===== config.mk =====
export PLATFORM = sky130hd
export DESIGN_NAME = pwm_fade_multi
export DESIGN_NICKNAME = d
export VERILOG_FILES = /design/src/rtl/pwm_fade_multi_pkg.sv /design/src/rtl/pwm_fade_ch.sv /design/src/rtl/pwm_fade_multi.sv
export SDC_FILE = /design/constraint.sdc
export NUM_CORES = 1
export LEC_CHECK = 0
export BUFFER_PORTS_ARGS = -buffer_cell sky130_fd_sc_hd__buf_2
export CORE_MARGIN = 2
export CORE_UTILIZATION = 46
export DETAILED_ROUTE_END_ITERATION = 8
export GPL_ROUTABILITY_DRIVEN = 0
export PLACE_DENSITY_LB_ADDON = 0.08
export SYNTH_ARGS = -nofsm -noshare
export SYNTH_HDL_FRONTEND = slang
export SYNTH_HIERARCHICAL = 1
export SYNTH_SLANG_ARGS = --single-unit

===== constraint.sdc =====
create_clock -name clk -period 3.9 [get_ports clk]
set_input_delay 0.78 -clock clk [delete_from_list [all_inputs] [get_ports clk]]
set_output_delay 0.78 -clock clk [all_outputs]
set_load 0.05 [all_outputs]

===== src/rtl/pwm_fade_multi_pkg.sv =====
// rtl/pwm_fade_multi_pkg.sv - shared types and helpers for the multi-channel PWM fader
//
// Purpose: mode and direction encodings plus the hold-counter width helper,
//          imported by pwm_fade_ch and pwm_fade_multi.
// Ports:   none (package).

package pwm_fade_multi_pkg;

  // Per-channel 2-bit mode, as seen on the top-level mode bus.
  typedef enum logic [1:0] {
    MODE_FADE    = 2'b00,
    MODE_HOLD    = 2'b01,
    MODE_BREATHE = 2'b10,
    MODE_OFF     = 2'b11
  } mode_e;

  // Fade direction; only BREATHE ever ramps up.
  typedef enum logic {
    DIR_DOWN = 1'b0,
    DIR_UP   = 1'b1
  } dir_e;

  // Hold counter must represent HOLD_CYCLES; keep at least one bit so a
  // zero-hold build still has a legal (constant-zero) register.
  function automatic int hold_width(input int cycles);
    return (cycles < 1) ? 1 : $clog2(cycles + 1);
  endfunction

endpackage


===== src/rtl/pwm_fade_ch.sv =====
// rtl/pwm_fade_ch.sv - one fade engine with level mapping and drive/busy registers
//
// Purpose: per-channel brightness envelope (fade, hold-then-fade, breathe, off)
//          compared against the shared PWM counter.
// Ports:
//   clk      in   system clock
//   rst_n    in   asynchronous active-low reset
//   trigger  in   (re)start strobe for this channel
//   mode     in   2-bit mode (FADE/HOLD/BREATHE/OFF)
//   pwm_cnt  in   shared free-running PWM counter
//   drive    out  registered PWM output
//   busy     out  registered "not dark-and-idle" flag

import pwm_fade_multi_pkg::*;

module pwm_fade_ch #(
  parameter int LEVEL_BITS  = 8,
  parameter int FADE_BITS   = 27,
  parameter int HOLD_CYCLES = 0
) (
  input  logic                  clk,
  input  logic                  rst_n,
  input  logic                  trigger,
  input  logic [1:0]            mode,
  input  logic [LEVEL_BITS-1:0] pwm_cnt,
  output logic                  drive,
  output logic                  busy
);

  localparam int HW = hold_width(HOLD_CYCLES);
  localparam logic [HW-1:0] HOLD_INIT = HW'(HOLD_CYCLES);

  mode_e                 mode_q;
  logic [FADE_BITS-1:0]  fade_cnt, fade_nxt;
  logic [HW-1:0]         hold_cnt, hold_nxt;
  dir_e                  dir, dir_nxt;
  logic [LEVEL_BITS-1:0] top;
  logic [LEVEL_BITS:0]   level;

  assign mode_q = mode_e'(mode);

  always_ff @(posedge clk or negedge rst_n) begin
    if (!rst_n) begin
      fade_cnt <= '0;
      hold_cnt <= '0;
      dir      <= DIR_DOWN;
      drive    <= 1'b0;
      busy     <= 1'b0;
    end else begin
      fade_cnt <= fade_nxt;
      hold_cnt <= hold_nxt;
      dir      <= dir_nxt;
      drive    <= ({1'b0, pwm_cnt} < level);
      busy     <= (fade_cnt != '0) || (hold_cnt != '0) || (mode_q == MODE_BREATHE);
    end
  end

  // Envelope next-state. FADE/HOLD force dir down every step, so a later
  // switch into BREATHE starts downward unless already at zero, in which
  // case the bottom turnaround flips it up.
  always_comb begin
    fade_nxt = fade_cnt;
    hold_nxt = hold_cnt;
    dir_nxt  = dir;
    if (mode_q == MODE_OFF) begin
      fade_nxt = '0;
      hold_nxt = '0;
      dir_nxt  = DIR_DOWN;
    end else if (trigger) begin
      fade_nxt = '1;
      dir_nxt  = DIR_DOWN;
      hold_nxt = (mode_q == MODE_HOLD) ? HOLD_INIT : '0;
    end else if (hold_cnt != '0) begin
      hold_nxt = hold_cnt - HW'(1);
    end else if (mode_q != MODE_BREATHE) begin
      dir_nxt = DIR_DOWN;
      if (fade_cnt != '0) begin
        fade_nxt = fade_cnt - FADE_BITS'(1);
      end
    end else if (dir == DIR_DOWN) begin
      // Turnarounds spend one clock at the extreme, giving a 2*2**FADE_BITS period.
      if (fade_cnt == '0) begin
        dir_nxt = DIR_UP;
      end else begin
        fade_nxt = fade_cnt - FADE_BITS'(1);
      end
    end else begin
      if (fade_cnt == '1) begin
        dir_nxt = DIR_DOWN;
      end else begin
        fade_nxt = fade_cnt + FADE_BITS'(1);
      end
    end
  end

  // Top bits map to a level one wider than the PWM counter: 0 stays 0 (dark),
  // otherwise top+1, so all-ones reaches 2**LEVEL_BITS (always on).
  assign top   = fade_cnt[FADE_BITS-1 -: LEVEL_BITS];
  assign level = (top == '0) ? '0 : ({1'b0, top} + (LEVEL_BITS+1)'(1));

endmodule


===== src/rtl/pwm_fade_multi.sv =====
// rtl/pwm_fade_multi.sv - multi-channel PWM LED fader top level
//
// Purpose: shared free-running PWM counter feeding NUM_CH independent fade
//          channels for board status LEDs.
// Ports:
//   clk      in   system clock
//   rst_n    in   asynchronous active-low reset
//   trigger  in   [NUM_CH]     per-channel (re)start strobe
//   mode     in   [2*NUM_CH]   channel i mode at mode[2i+1:2i]
//   drive    out  [NUM_CH]     registered PWM outputs
//   busy     out  [NUM_CH]     registered per-channel activity flags

import pwm_fade_multi_pkg::*;

module pwm_fade_multi #(
  parameter int NUM_CH      = 4,
  parameter int LEVEL_BITS  = 8,
  parameter int FADE_BITS   = 27,
  parameter int HOLD_CYCLES = 0
) (
  input  logic                  clk,
  input  logic                  rst_n,
  input  logic [NUM_CH-1:0]     trigger,
  input  logic [2*NUM_CH-1:0]   mode,
  output logic [NUM_CH-1:0]     drive,
  output logic [NUM_CH-1:0]     busy
);

  logic [LEVEL_BITS-1:0] pwm_cnt;

  // Wraps naturally at 2**LEVEL_BITS-1 -> 0.
  always_ff @(posedge clk or negedge rst_n) begin
    if (!rst_n) begin
      pwm_cnt <= '0;
    end else begin
      pwm_cnt <= pwm_cnt + LEVEL_BITS'(1);
    end
  end

  for (genvar i = 0; i < NUM_CH; i++) begin : g_ch
    pwm_fade_ch #(
      .LEVEL_BITS  (LEVEL_BITS),
      .FADE_BITS   (FADE_BITS),
      .HOLD_CYCLES (HOLD_CYCLES)
    ) u_ch (
      .clk     (clk),
      .rst_n   (rst_n),
      .trigger (trigger[i]),
      .mode    (mode[2*i +: 2]),
      .pwm_cnt (pwm_cnt),
      .drive   (drive[i]),
      .busy    (busy[i])
    );
  end

endmodule


== After elaboration in Yosys (flattened, before gate mapping) ==
Cells that the tools add are included.
Storage, ports and cells
  word-level logic and storage cells: 174
  bits in registers: 132
  input bits: 14
Operators by class
  reductions and logical operators: 24
  $lt $le $gt $ge: 4
  add/sub/neg operators: 17
  equal/unequal tests: 32
  multiplexer cells: 76
Operators by type and width (number)
  27-bit 2-to-1 mux: 32
  27-bit by 1-bit adder with 27-bit output (second input constant): 4
  27-bit == test (second input constant): 4
  27-bit logical NOT: 4
  27-bit nonzero test: 4
  27-bit by 1-bit subtractor with 27-bit output (second input constant): 4
  1-bit 2-to-1 mux: 40
  8-bit by 1-bit adder with 9-bit output (second input constant): 4
  8-bit by 9-bit < comparator with 1-bit output: 4
  9-bit 2-to-1 mux: 4
  8-bit logical NOT: 4
  5-bit by 2-bit != test with 1-bit output (second input constant): 4
  5-bit != test (second input constant): 4
  2-bit == test (second input constant): 8
  4-bit by 3-bit != test with 1-bit output (second input constant): 4
  4-bit AND reduction: 4
  3-bit != test (second input constant): 4
  8-bit by 1-bit adder with 8-bit output (second input constant): 1
  1-bit logical OR: 8
  2-bit != test (second input constant): 4
  1-bit subtractor (second input constant): 4

== Logic depth before layout (Yosys ltp) ==
  depth after elaboration: 7
  depth in mapped cells: 11
  mapped depth without buffers: 9

== Cells and area by module ==
Netlist, hierarchy kept.
By module, submodules not included
  pwm_fade_ch: sequential area each 750.7 um^2, area each 2723.9 um^2, cells each 347, instances 4
  pwm_fade_multi: sequential area each 200.2 um^2, area each 311.5 um^2, cells each 23, instances 1

== Least setup slack after synthesis ==
OpenSTA, ideal clock, no wires.
  path kind: register to register
  start: register g_ch[0].u_ch.fade_cnt[0]
  end: register g_ch[0].u_ch.fade_cnt[14]
  setup time: 0.126 ns
  path slack: 1.526 ns
  arrival: 2.248 ns
  data required time: 3.774 ns
  cell stages (with the launch flop): 12
  cell sequence: dfrtp_1 -> inv_1 -> ha_1 -> or3b_2 -> buf_2 -> nor4_4 -> nand3_2 -> a21o_1 -> buf_6 -> buf_6 -> a21oi_1 -> a21oi_1
On the way
  cells in the longest elaborated chain, start to end: 7
  elaborated cells on any way between the ends: 17
RTL lines
  start: declaration: line pwm_fade_ch.sv:34  | logic [FADE_BITS-1:0] fade_cnt, fade_nxt;
  start signal: assignment: line pwm_fade_ch.sv:50  | fade_cnt <= fade_nxt;
  27-bit by 1-bit subtractor with 27-bit output or 27-bit by 1-bit adder with 27-bit output (tied branches): line pwm_fade_ch.sv:78, pwm_fade_ch.sv:85, pwm_fade_ch.sv:91
  27-bit 2-to-1 mux, on equally long branches: line pwm_fade_ch.sv:82, pwm_fade_ch.sv:88
  27-bit 2-to-1 mux: line pwm_fade_ch.sv:80  | end else if (dir == DIR_DOWN) begin
  27-bit 2-to-1 mux: line pwm_fade_ch.sv:75  | end else if (mode_q != MODE_BREATHE) begin
  27-bit 2-to-1 mux: line pwm_fade_ch.sv:73  | end else if (hold_cnt != '0) begin
  27-bit 2-to-1 mux: line pwm_fade_ch.sv:69  | end else if (trigger) begin
  27-bit 2-to-1 mux: line pwm_fade_ch.sv:65  | if (mode_q == MODE_OFF) begin
Parallel ways exist; a longest one is shown, timed or not. The select of a mux whose other input is x is not followed.
A chain may end at the register's enable or synchronous reset.

== Worst setup path in the final report ==
  start: register g_ch[1].u_ch.fade_cnt[0]
  end: register g_ch[1].u_ch.fade_cnt[24]
On the way
  cells in the longest elaborated chain, start to end: 7
  elaborated cells on any way between the ends: 17
RTL lines (line)
  start: declaration: pwm_fade_ch.sv:34
  start signal: assignment: pwm_fade_ch.sv:50
  27-bit by 1-bit subtractor with 27-bit output or 27-bit by 1-bit adder with 27-bit output (tied branches): pwm_fade_ch.sv:78, pwm_fade_ch.sv:85, pwm_fade_ch.sv:91
  27-bit 2-to-1 mux, on equally long branches: pwm_fade_ch.sv:82, pwm_fade_ch.sv:88
  27-bit 2-to-1 mux: pwm_fade_ch.sv:80
  27-bit 2-to-1 mux: pwm_fade_ch.sv:75
  27-bit 2-to-1 mux: pwm_fade_ch.sv:73
  27-bit 2-to-1 mux: pwm_fade_ch.sv:69
  27-bit 2-to-1 mux: pwm_fade_ch.sv:65
Parallel ways exist; a longest one is shown, timed or not. The select of a mux whose other input is x is not followed.

==> impl_metrics.py <==
metrics = {
    "logic_synthesis": {
        "synth.yosys.seq_area_share_pct": 28.58,
        "yosys_register_bits": 128,
        "synth_top_family_by_area": "simple AND/OR/NAND/NOR gates",
        "syn_inst": 1411,
        "ys_async_sr_fraction_pct": 100.0,
        "synthAdderAreaFrac_pct": 5.024,
        "synthSimpleGateAreaFrac_pct": 30.26,
        "synth-edff-count": 0,
        "synthMuxAreaShare_pct": 0.3573,
        "syn-cell-area_um2": 11210,
        "ys.flop_type": "dfrtp_1",
        "synth_compound_area_share_pct": 26.35,
        "synth_warnings": 6,
        "synthDistinctLibCells": 61,
        "avgSynthCellArea_um2": 7.943,
        "synth_xor_area_share_pct": 2.657,
        "syn_nets": 1470,
    },
    "floorplanning": {
        "die_w_um": 160.1,
        "fp.dieH_um": 160.1,
        "coreArea_um2": 24110,
        "initial_core_util_pct": 46.49,
        "die_area_um2": 25630,
        "ios": 22,
        "fp-row-count": 57,
    },
    "critical_path": {
        "ff2ff_setup_slack_ns": 0.99,
        "worstReg2RegEnd": "g_ch[1].u_ch/fade_cnt[24]",
        "crit_path_end_kind": "flip-flop",
        "worstPathRequired_ns": 4.15,
        "crit_path_start_kind": "flip-flop",
        "path_class": "flip-flop to flip-flop",
        "r2r_cells": 7,
        "crit_start": "g_ch[1].u_ch/fade_cnt[0]",
        "reg2reg_from": "g_ch[1].u_ch/fade_cnt[0]",
        "arrival_ns": 3.15,
        "path_max_fanout": 8,
    },
    "drt": {
        "highest_layer": "met4",
        "drt_iter0_markers": 1089,
        "drt_pass1_iterations": 5,
        "met1_length_um": 14680,
        "num_vias": 10690,
        "met3_length_um": 1514,
        "final_antenna_net_count": 0,
        "wl_met2_um": 14270,
        "drc_errors": 0,
        "viasPerCell": 6.386,
        "avgRoutedWirePerCell_um": 18.45,
        "wl_um": 30880,
    },
    "clocking": {
        "clockRootBuffer": "clkbuf_16",
        "cts_buffers": 17,
        "cts_resized": 0,
        "cts_tree": "done",
        "clock_latency_ns": 0.42,
        "clk_transition_reported_paths_ns": 0.07,
        "clockBufferDepth": 2,
        "cts_max_level": 4,
        "postCtsSetupRepairBufs": 0,
        "hold_buffers": 0,
        "cts_num_sinks": 128,
    },
    "timing": {
        "setup_viol": 0,
        "fin_worst_skew_ns": 0.01258,
        "fin_crit_sh_pct": 74.52,
        "fin_setup_tns_ns": 0,
        "max_freq_mhz": 344.1,
        "whs_ns": 0.4145,
        "max-slew-margin-rel_pct": 40.14,
        "final-hold-violation-count": 0,
        "worst-slew-pin-transition_ns": 0.8897,
        "min_period_ns": 2.906,
        "report.final.slew_viol_count": 0,
        "rsz0062_at_grt": "no",
        "finalWorstSetupSlack_ns": 0.9938,
    },
    "layout": {
        "layout_commonest_cell": "nand2_1",
        "fill_cells": 2407,
        "finalNetCount": 1396,
        "layout_common_cells": "152 x nand2_1, 132 x a21oi_1, 128 x dfrtp_1",
        "syn_to_final_growth_pct": 4.745,
        "antenna_cells": 0,
        "drive_gt1_share_pct": 10.00,
    },
    "worst_hold_path": {
        "hp-class": "primary input to async pin",
    },
    "place": {
        "io_buffers": 21,
        "dpl.hpwl_um": 21070,
        "pre_cts_ws_ns": 0.8574,
    },
    "flow_run": {
        "cap_violations": 0,
    },
    "global_routing": {
        "grt_max_degree": 87,
        "track_usage_pct": 24.25,
        "overflow": 0,
        "grt_pass1_vias": 10120,
        "antenna_found_initial": 0,
        "grt_pass1_wl_um": 52010,
    },
    "run_status": {
        "status": "finished clean",
    },
    "power_and_ir_drop": {
        "ir_drop_uv": 199.1,
        "leakage_nw": 4.563,
        "powerDensity_nw_per_um2": 338.5,
    },
}
## layer usage
metal / track usage (%) / vias to the layer above
li1: - / 5171
met1: 33.79 / 5172
met2: 39.16 / 305
met3: 3.584 / 42
met4: 7.002 / 0
met5: 0 / -
## cells in the mapped netlist (all sizes together) (16+ instances only)
master / n / area share, %
o22a: 20 / 1.6
a311o: 16 / 1.4
nor4: 56 / 4.4
xnor2: 17 / 1.3
o21ai: 88 / 3.9
buf: 52 / 3.5
nand4: 32 / 1.8
xor2: 17 / 1.3
or4: 28 / 2.3
clkbuf: 72 / 2.4
nand3: 65 / 3.1
a31oi: 44 / 2.5
or3: 20 / 1.1
a21o: 16 / 1.1
dfrtp: 128 / 29
a31o: 16 / 1.3
nand2: 152 / 5.1
and3: 18 / 1.0
a21oi: 136 / 6.5
ha: 45 / 5.0
inv: 25 / 0.84
and4: 16 / 1.3
nor3: 36 / 1.8
nor2: 120 / 4.0
## registers in the layout, summed over array words and instances, names as in the netlist
| register | cells |
|---|---|
| g_ch.u_ch/busy | 4 |
| g_ch.u_ch/dir | 4 |
| g_ch.u_ch/drive | 4 |
| g_ch.u_ch/fade_cnt | 108 |
| pwm_cnt | 8 |
## worst max-delay path by stage
stage,cells after the start,slack [ns],end
floorplan,11,1.53,g_ch[0].u_ch/fade_cnt[14]
global placement,7,0.87,g_ch[3].u_ch/fade_cnt[21]
detailed placement,7,0.86,g_ch[3].u_ch/fade_cnt[21]
CTS,7,1.06,g_ch[1].u_ch/fade_cnt[24]
global route,7,0.93,g_ch[3].u_ch/fade_cnt[24]
finish,7,0.99,g_ch[1].u_ch/fade_cnt[24]
## final cells by class
cell class	instances	area, µm²	share of cell area [%]
multi-input combinational	1134	7244	61.71
clock buffer	20	456.7	3.890
sequential	128	3203	27.29
timing repair buffer	31	198.9	1.695
clock inverter	12	136.4	1.162
inverter	25	93.84	0.7994
tap	324	405.4	3.453
## worst max-delay path: stages, from the launching register on
cell,delay [ns]
dfrtp_1,0.41
inv_1,0.11
ha_1,0.18
or3b_2,0.59
nor4_1,0.82
o2bb2a_1,0.35
o21ai_0,0.16
a221oi_1,0.11
## cells by family after synthesis
family / Yosys count
xor+xnor: 34
compound gates: 444
flops: 128
simple gates: 607
fa+ha+maj: 45
mux: 4
buf+inv: 149
## where the power goes
part           switching [mW]  leakage, nW  total [mW]  internal, mW
Clock                   0.650        0.270        1.63         0.977
Combinational           0.386         2.86       0.662         0.276
Sequential              0.247         1.43        1.68          1.44
Total                    1.28         4.56        3.97          2.69
## per-stage QoR
| step | area (µm²) | total power, mW | cells | util [%] |
|---|---|---|---|---|
| after global placement | 11150 | 2.348 | 1642 | 46.24 |
| after floorplan | 11210 | 2.186 | 1411 | - |
| after CTS | 11740 | 4.016 | 1674 | 48.70 |
| after global routing | 11740 | 4.211 | 1674 | 48.70 |
| after detailed placement | 11150 | 2.360 | 1642 | 46.24 |
| final | 11740 | 3.973 | 1674 | 48.70 |
No activity file was read; power rests on OpenSTA's default activity.
